**src/rtl/fifo_wr_arbiter.sv**
```systemverilog
// Round-robin arbiter sharing one fifo_sync write port among NUM_REQ producers.
// Define FIFO_ARB_BURST_EN to let an owner push up to BURST_LEN words per grant.
module fifo_wr_arbiter #(
    parameter int NUM_REQ      = 4,
    parameter int MEMORY_WIDTH = 4,
    parameter int ID_W         = 2,
    parameter int BURST_LEN    = 4,
    parameter int CNT_W        = 2
) (
    input  logic                            clk,
    input  logic                            rst,
    input  logic [NUM_REQ-1:0]              req,
    input  logic [NUM_REQ*MEMORY_WIDTH-1:0] din,
    input  logic                            full,
    output logic [NUM_REQ-1:0]              gnt,
    output logic                            w_en,
    output logic [MEMORY_WIDTH-1:0]         wdata,
    output logic [ID_W-1:0]                 owner,
    output logic                            busy
);

    if (NUM_REQ < 2 || (1 << ID_W) < NUM_REQ || BURST_LEN < 1 || (1 << CNT_W) < BURST_LEN) begin : g_bad_cfg
        $error("fifo_wr_arbiter: inconsistent parameters");
    end

    typedef enum logic {
        IDLE = 1'b0,
        OWN  = 1'b1
    } state_t;

    state_t                  state_q, state_d;
    logic [ID_W-1:0]         owner_q, owner_d;
    logic [ID_W-1:0]         last_q, last_d;
    logic [ID_W-1:0]         pick_id;
    logic [ID_W-1:0]         cand_id;
    int                      cand;
    logic [MEMORY_WIDTH-1:0] din_arr [NUM_REQ];
`ifdef FIFO_ARB_BURST_EN
    logic [CNT_W-1:0]        cnt_q, cnt_d;
`endif

    for (genvar g = 0; g < NUM_REQ; g++) begin : g_unpack
        assign din_arr[g] = din[g*MEMORY_WIDTH +: MEMORY_WIDTH];
    end

    // Scan from farthest to nearest so the requester closest after last wins.
    always_comb begin
        pick_id = '0;
        cand    = 0;
        cand_id = '0;
        for (int i = NUM_REQ; i >= 1; i--) begin
            cand    = (int'(last_q) + i) % NUM_REQ;
            cand_id = ID_W'(cand);
            if (req[cand_id]) begin
                pick_id = cand_id;
            end
        end
    end

    always_comb begin
        state_d = state_q;
        owner_d = owner_q;
        last_d  = last_q;
`ifdef FIFO_ARB_BURST_EN
        cnt_d   = cnt_q;
`endif
        gnt     = '0;
        wdata   = '0;
        case (state_q)
            IDLE: begin
                if (|req) begin
                    owner_d = pick_id;
`ifdef FIFO_ARB_BURST_EN
                    cnt_d   = '0;
`endif
                    state_d = OWN;
                end
            end
            OWN: begin
                // A dropped request releases even while the FIFO is full.
                if (!req[owner_q]) begin
                    state_d = IDLE;
                    last_d  = owner_q;
                end else if (!full) begin
                    gnt[owner_q] = 1'b1;
                    wdata        = din_arr[owner_q];
`ifdef FIFO_ARB_BURST_EN
                    if (cnt_q == CNT_W'(BURST_LEN - 1)) begin
                        state_d = IDLE;
                        last_d  = owner_q;
                        cnt_d   = '0;
                    end else begin
                        cnt_d = cnt_q + 1'b1;
                    end
`else
                    state_d = IDLE;
                    last_d  = owner_q;
`endif
                end
            end
            default: state_d = IDLE;
        endcase
    end

    always_ff @(posedge clk or posedge rst) begin
        if (rst) begin
            state_q <= IDLE;
            owner_q <= '0;
            last_q  <= ID_W'(NUM_REQ - 1);
`ifdef FIFO_ARB_BURST_EN
            cnt_q   <= '0;
`endif
        end else begin
            state_q <= state_d;
            owner_q <= owner_d;
            last_q  <= last_d;
`ifdef FIFO_ARB_BURST_EN
            cnt_q   <= cnt_d;
`endif
        end
    end

    assign w_en  = |gnt;
    assign owner = owner_q;
    assign busy  = (state_q == OWN);

endmodule

```
**config.mk**
```make
export PLATFORM = sky130hd
export DESIGN_NAME = fifo_wr_arbiter
export DESIGN_NICKNAME = d
export VERILOG_FILES = /design/src/rtl/fifo_wr_arbiter.sv
export SDC_FILE = /design/constraint.sdc
export NUM_CORES = 1
export LEC_CHECK = 0
export ABC_AREA = 1
export BUFFER_PORTS_ARGS = -buffer_cell sky130_fd_sc_hd__buf_2
export CAP_MARGIN = 0
export CORE_MARGIN = 2
export CORE_UTILIZATION = 35
export CTS_CLUSTER_DIAMETER = 150
export DETAILED_ROUTE_END_ITERATION = 10
export SLEW_MARGIN = 20
export SYNTH_ARGS = -nofsm -noshare
export SYNTH_HDL_FRONTEND = slang
export SYNTH_SLANG_ARGS = --single-unit
```
**constraint.sdc**
```tcl
create_clock -name clk -period 1.5 [get_ports clk]
set_input_delay 0.075 -clock clk [delete_from_list [all_inputs] [get_ports clk]]
set_output_delay 0.075 -clock clk [all_outputs]
set_load 0.01 [all_outputs]
```
==> results of run 1 <==
-- worst paths after layout --
kind                            depth (start not counted)  slack [ns]        end       from
worst max-delay path                                    5       -0.08   wdata[3]   owner[0]
worst min register to register                          3        0.64  last_q[1]  last_q[1]
min in group asynchronous                               3        0.27       busy        rst
worst min-delay path                                    4        0.12  last_q[0]       full
worst max register to register                         11        0.09   owner[0]  last_q[0]
max in group asynchronous                               3        0.97  last_q[1]        rst
-- metrics by stage --
stage | setup slack (ns) | hold WS (ns) | cell area (µm²) | util | power [mW]
6_report | -0.0807 | 0.119 | 1090 | 0.619 | 2.20
5_1_grt | -0.171 | 0.146 | 1090 | 0.619 | 2.41
4_1_cts | -0.107 | 0.115 | 991 | 0.562 | 1.96
3_5_place_dp | 0.00132 | -0.00837 | 890 | 0.504 | 1.62
3_3_place_gp | 0.0514 | -0.0242 | 890 | 0.504 | 1.61
2_1_floorplan | 0.159 | -0.148 | 674 | - | 1.29
-- registers in the layout, indices dropped and copies added, names as in the netlist --
signal	count
last_q	2
busy	1
owner	2
-- repair_timing --
item                       CTS  global route
hold endpoints to repair     5             0
resized for setup            7            22
buffers inserted             4             5
setup endpoints to repair    9            10
cloned                       1             0
hold buffers                 1             0
pin swaps                    3             9
-- cell type report --
| class | instances | area [µm²] | share of cell area |
|---|---|---|---|
| tap | 25 | 31.3 | 0.0286 |
| timing repair buffer | 50 | 303 | 0.277 |
| multi-input combinational | 88 | 538 | 0.493 |
| sequential | 5 | 130 | 0.119 |
| inverter | 15 | 63.8 | 0.0584 |
| clock buffer | 4 | 26.3 | 0.0241 |
-- logic make-up (layout without fill, tap and decap cells) --
logic type / count (synthesis) / count (layout) / synth area share
buf+inv: 19 / 69 / 0.137
compound gates: 10 / 10 / 0.128
flops: 5 / 5 / 0.189
simple gates: 77 / 78 / 0.545
-- worst register-to-register path, stage by stage (launching register included) --
cell and delay, ns:
dfstp_2 0.61, inv_4 0.07, nand2_1 0.08, nand2_2 0.06, nand2_1 0.08, nand2_1 0.06
inv_1 0.07, nand3_1 0.07, nand2_1 0.06, inv_1 0.03, nand2_1 0.06, nand2_1 0.05
-- power by group --
group,leakage (nW),internal (mW),switching [mW]
sequential,0.0546,0.229,0.181
combinational,0.538,0.733,0.892
clock,0.0150,0.101,0.0615
total,0.608,1.06,1.13
-- cell usage in the layout (no fill, tap or decap), drive strengths merged, types with 3 or more instances in the layout --
cell type   n
inv        15
a21oi       4
dfrtp       3
nand3      20
clkbuf      4
buf        49
o21ai       3
nor2        6
nand2      49
-- metal layers --
layer | up-vias | GRT usage | wire length (µm)
met5 | - | 0 | 0
met2 | 19 | 0.267 | 983
li1 | 466 | - | -
met1 | 397 | 0.293 | 1010
met3 | 4 | 0.0226 | 84
met4 | 0 | 0.0973 | 30
==> results.py, run 1 <==
metrics = {
    "run_status": {
        "status": "complete, but fails checks",
        "violations": "setup timing",
    },
    "min_path": {
        "holdCritPathClass": "in -> reg",
    },
    "drt": {
        "drt_pass1_iterations": 4,
        "drt-wirelength-per-cell_um": 11.3,
        "via_count": 886,
        "viasPerCell": 4.74,
        "routed_wl_mm": 2.10,
        "drcViolationCount": 0,
        "detail-route-antenna-nets": 0,
        "first_iter_violations": 17,
    },
    "worst_setup_path": {
        "cpPeakStageDelay_ns": 0.49,
        "critPathKind": "reg -> out",
        "required_ns": 1.42,
        "cpMaxStageDelayCell": "dfrtp_2",
        "path_buf_inv": 1,
        "path_max_fanout": 6,
        "cp_cell_sequence": "nand2_4 > o2111ai_4 > nand3_4 > a21oi_2 > buf_2",
        "cp-start-kind": "register",
        "critPathTopFamily": "flip-flops",
        "end_kind": "output port",
        "arrival_ns": 1.51,
    },
    "clocking": {
        "clock_path_buffers": 2,
        "htree_levels": 1,
        "path_clk_slew_ns": 0.05,
        "cts_tree": "yes",
        "clockRootBuffer": "clkbuf_4",
        "clkLatencyLatePin_ns": 0.25,
        "numCtsBuffers": 3,
        "clock_sinks": 5,
    },
    "synth": {
        "synthTopCellsByCount": "46 x nand2_1, 18 x nand3_1, 13 x inv_1, 3 x dfrtp_1, 3 x nand2_2",
        "async_flop_share": 1.00,
        "yosys.area.top_type_share": 0.256,
        "synth_area_um2": 674,
        "synth.largest_area_cell": "nand2_1",
        "postSynthAreaPerCell_um2": 6.08,
        "yosysUniqueCellTypes": 23,
        "synth-edff-count": 0,
        "synthTopCellsByArea": "nand2_1 26%, nand3_1 13%, dfrtp_1 11%",
        "synthCells": 111,
        "ys.flop_type": "dfrtp_1",
        "synth_seq_cells": 5,
        "synth_warnings": 0,
        "yosysMostFrequentCell": "nand2_1",
        "yosysSeqAreaShare": 0.189,
        "synth_fp_nets": 134,
    },
    "finish": {
        "area_growth_pct": 62.0,
        "fillers": 193,
        "antenna_cells": 0,
        "layoutNonFillerInstCount": 187,
        "nets": 186,
        "drive_gt1_frac": 0.562,
    },
    "job": {
        "maxCapViolCount": 0,
    },
    "placed_design": {
        "post-dp-hpwl_mm": 1.49,
        "numPortBuffers": 34,
        "dp.cells": 172,
        "place.gp.congestion": 0.868,
    },
    "global_route": {
        "antenna_found_initial": 0,
        "grt_overflow": 0,
        "grt_max_degree": 11,
        "grt_pass1_vias": 706,
        "grt_usage": 0.194,
        "grt_pass1_wl_mm": 3.08,
    },
    "timing": {
        "clock_skew_ns": 0.00595,
        "finalHoldViolations": 0,
        "fin_ws_ns": -0.0807,
        "relSlewSlack": 0.790,
        "clock.fmax_mhz": 633,
        "drv_slew": 0,
        "max_slew.worst_pin.slew_ns": 0.315,
        "fin_setup_tns_ns": -0.500,
        "setup_viol": 8,
        "layout_min_cycle_time_ns": 1.58,
        "rsz0062_at_grt": "true",
        "min_period_over_period": 1.05,
    },
    "power_and_ir_drop": {
        "power_leakage_nw": 0.608,
        "power_density_nw_per_um2": 2010,
        "vdd_drop_max_v": 0.00121,
    },
    "floorplan": {
        "coreArea_um2": 1760,
        "pin_count": 35,
        "dieArea_um2": 2290,
        "initial_core_util": 0.382,
        "chipWidth_um": 47.9,
        "rows": 15,
        "die_h_um": 47.9,
    },
}
No activity file was read; power rests on OpenSTA's default activity.
==> run 2, diff against run 1 <==
--- a/config.mk
+++ b/config.mk
@@ -8,10 +8,15 @@
 export ABC_AREA = 1
 export BUFFER_PORTS_ARGS = -buffer_cell sky130_fd_sc_hd__buf_2
 export CAP_MARGIN = 0
+export CELL_PAD_IN_SITES_DETAIL_PLACEMENT = 0
+export CELL_PAD_IN_SITES_GLOBAL_PLACEMENT = 2
+export CORE_ASPECT_RATIO = 1.75
 export CORE_MARGIN = 2
-export CORE_UTILIZATION = 35
+export CORE_UTILIZATION = 21
+export CTS_BUF_LIST = sky130_fd_sc_hd__clkbuf_8 sky130_fd_sc_hd__clkbuf_16
 export CTS_CLUSTER_DIAMETER = 150
 export DETAILED_ROUTE_END_ITERATION = 10
+export PLACE_DENSITY_LB_ADDON = 0.1
 export SLEW_MARGIN = 20
 export SYNTH_ARGS = -nofsm -noshare
 export SYNTH_HDL_FRONTEND = slang
==> results.py, run 2 (synthesized netlist as in run 1, its figures left out) <==
metrics = {
    "run_status": {
        "status": "complete, but fails checks",
        "violations": "setup timing",
    },
    "placed_design": {
        "dp.cells": 193,
        "dp_slack_ns": 0.00826,
        "place.gp.congestion": 0.697,
        "numPortBuffers": 34,
        "post-dp-hpwl_mm": 2.03,
    },
    "global_route": {
        "grt_pass1_wl_mm": 4.09,
        "grt_pass1_vias": 924,
        "grt_usage": 0.151,
        "antenna_found_initial": 0,
        "grt_max_degree": 10,
        "grt_overflow": 0,
    },
    "timing": {
        "clock_skew_ns": 0.00273,
        "relSlewSlack": 0.748,
        "min_period_over_period": 1.05,
        "clock.fmax_mhz": 634,
        "finalHoldViolations": 0,
        "rsz0062_at_grt": "true",
        "max_slew.worst_pin.slew_ns": 0.374,
        "holdWs_ns": 0.142,
        "layout_min_cycle_time_ns": 1.58,
        "setup_viol": 8,
        "fin_ws_ns": -0.0785,
        "drv_slew": 0,
        "fin_setup_tns_ns": -0.500,
    },
    "drt": {
        "drt-wirelength-per-cell_um": 11.6,
        "routed_wl_mm": 2.35,
        "drcViolationCount": 0,
        "first_iter_violations": 16,
        "drt_pass1_iterations": 4,
        "via_count": 881,
        "viasPerCell": 4.36,
        "detail-route-antenna-nets": 0,
    },
    "min_path": {
        "hp-start": "full",
        "hold-path-endpoint": "last_q[0]",
        "hold_path_depth": 4,
        "holdCritPathClass": "in -> reg",
    },
    "power_and_ir_drop": {
        "power_leakage_nw": 0.596,
        "vdd_drop_max_v": 0.000574,
        "pwr-share-seq": 0.162,
        "power_frac_comb": 0.725,
        "net-switching-power_mw": 1.08,
        "power_density_nw_per_um2": 2020,
        "pwr-share-clk": 0.112,
        "p_int_mw": 1.09,
        "p_sw_frac": 0.498,
    },
    "worst_setup_path": {
        "path_max_fanout": 5,
        "required_ns": 1.42,
        "arrival_ns": 1.50,
        "r2r_end": "last_q[1]",
        "cpMaxStageDelayCell": "dfrtp_1",
        "worst_r2r_path_depth": 9,
        "end_kind": "output port",
        "r2r_start": "owner[1]",
        "r2r_setup_slack_ns": 0.08,
        "cp-start-kind": "register",
        "cpPeakStageDelay_ns": 0.40,
        "critPathKind": "reg -> out",
        "cp_cell_sequence": "buf_6 > nor2_4 > nand2_2 > o2111ai_4 > nand3_4 > nor3_2 > buf_2",
    },
    "floorplan": {
        "die_h_um": 79.0,
        "rows": 27,
        "coreArea_um2": 3110,
        "chipWidth_um": 46.8,
        "initial_core_util": 0.217,
        "dieArea_um2": 3700,
        "pin_count": 35,
    },
    "clocking": {
        "numCtsBuffers": 3,
        "clockRootBuffer": "clkbuf_8",
        "path_clk_slew_ns": 0.04,
        "clock_path_buffers": 2,
        "clkLatencyLatePin_ns": 0.22,
        "htree_levels": 1,
        "cts_tree": "yes",
        "clock_sinks": 5,
    },
    "finish": {
        "drive_gt1_frac": 0.459,
        "antenna_cells": 0,
        "final_cell_mix": "45 x nand2_1, 33 x buf_2, 17 x nand3_1",
        "nets": 183,
        "layoutNonFillerInstCount": 202,
        "area_growth_pct": 59.2,
        "final_common_cell": "nand2_1",
    },
    "job": {
        "maxCapViolCount": 0,
    },
}
[run 2: cell types whose count changed in the layout (fill, tap and decap cells not counted), moves of 2 or more]
cell      before  now
nand2_1       34   45
nand2_2       14    4
buf_4         14   10
clkbuf_4       3    0
clkbuf_8       0    3
nand3_1       15   17
nand3_2        3    1
[run 2: how the worst max path moves through the flow]
stage	slack, ns	end	from
after CTS	-0.13	gnt[0]	owner[1]
final	-0.08	gnt[2]	owner[0]
after detailed placement	0.008	gnt[0]	owner[1]
after global placement	-0.002	gnt[2]	owner[1]
after global routing	-0.19	gnt[2]	owner[1]
after floorplan	0.16	gnt[0]	owner[1]
[run 2: what timing repair did]
action / CTS / global route
gates cloned: 1 / 0
resized for setup: 8 / 1
endpoints found under the hold margin: 5 / 0
hold buffers: 1 / 0
setup endpoints to repair: 9 / 13
setup buffers: 2 / 1
pin swaps: 3 / 2
[run 2: routing by layer]
| layer | GRT usage | up-vias | wire length, µm |
|---|---|---|---|
| li1 | - | 454 | - |
| met1 | 0.148 | 400 | 756 |
| met2 | 0.300 | 23 | 1480 |
| met3 | 0.00909 | 4 | 74 |
| met4 | 0.0500 | 0 | 37 |
| met5 | 0 | - | 0 |
[run 2: power groups by stage]
| stage | logic [mW] | clock network (mW) | registers, mW |
|---|---|---|---|
| global placement | 1.45 | 0 | 0.342 |
| finish | 1.57 | 0.244 | 0.352 |
| CTS | 1.58 | 0.246 | 0.351 |
| global route | 1.78 | 0.260 | 0.372 |
| floorplan | 0.991 | 0 | 0.299 |
| detailed placement | 1.45 | 0 | 0.336 |
[run 2: per-stage QoR]
step / total power [mW] / util / instance area, µm²
floorplan: 1.29 / - / 674
global placement: 1.80 / 0.305 / 947
detailed placement: 1.78 / 0.305 / 947
CTS: 2.18 / 0.343 / 1060
global route: 2.41 / 0.345 / 1070
finish: 2.17 / 0.345 / 1070
[run 2: layout make-up]
| type | count | area, µm² |
|---|---|---|
| clock inverters | 1 | 3.75 |
| clock buffers | 3 | 41.3 |
| well taps | 43 | 53.8 |
| fillers | 376 | 2030 |
| repair buffers | 47 | 293 |
| multi-input cells | 88 | 492 |
| inverters | 15 | 61.3 |
| flip-flops and latches | 5 | 129 |
[run 2: worst max-delay path, delay by kind of cell (launching register included)]
family	cells	cell delay, ns
and+or+nand+nor	4	0.46
DFF	1	0.40
buffers and inverters	2	0.30
AOI/OAI and AO/OA	1	0.13
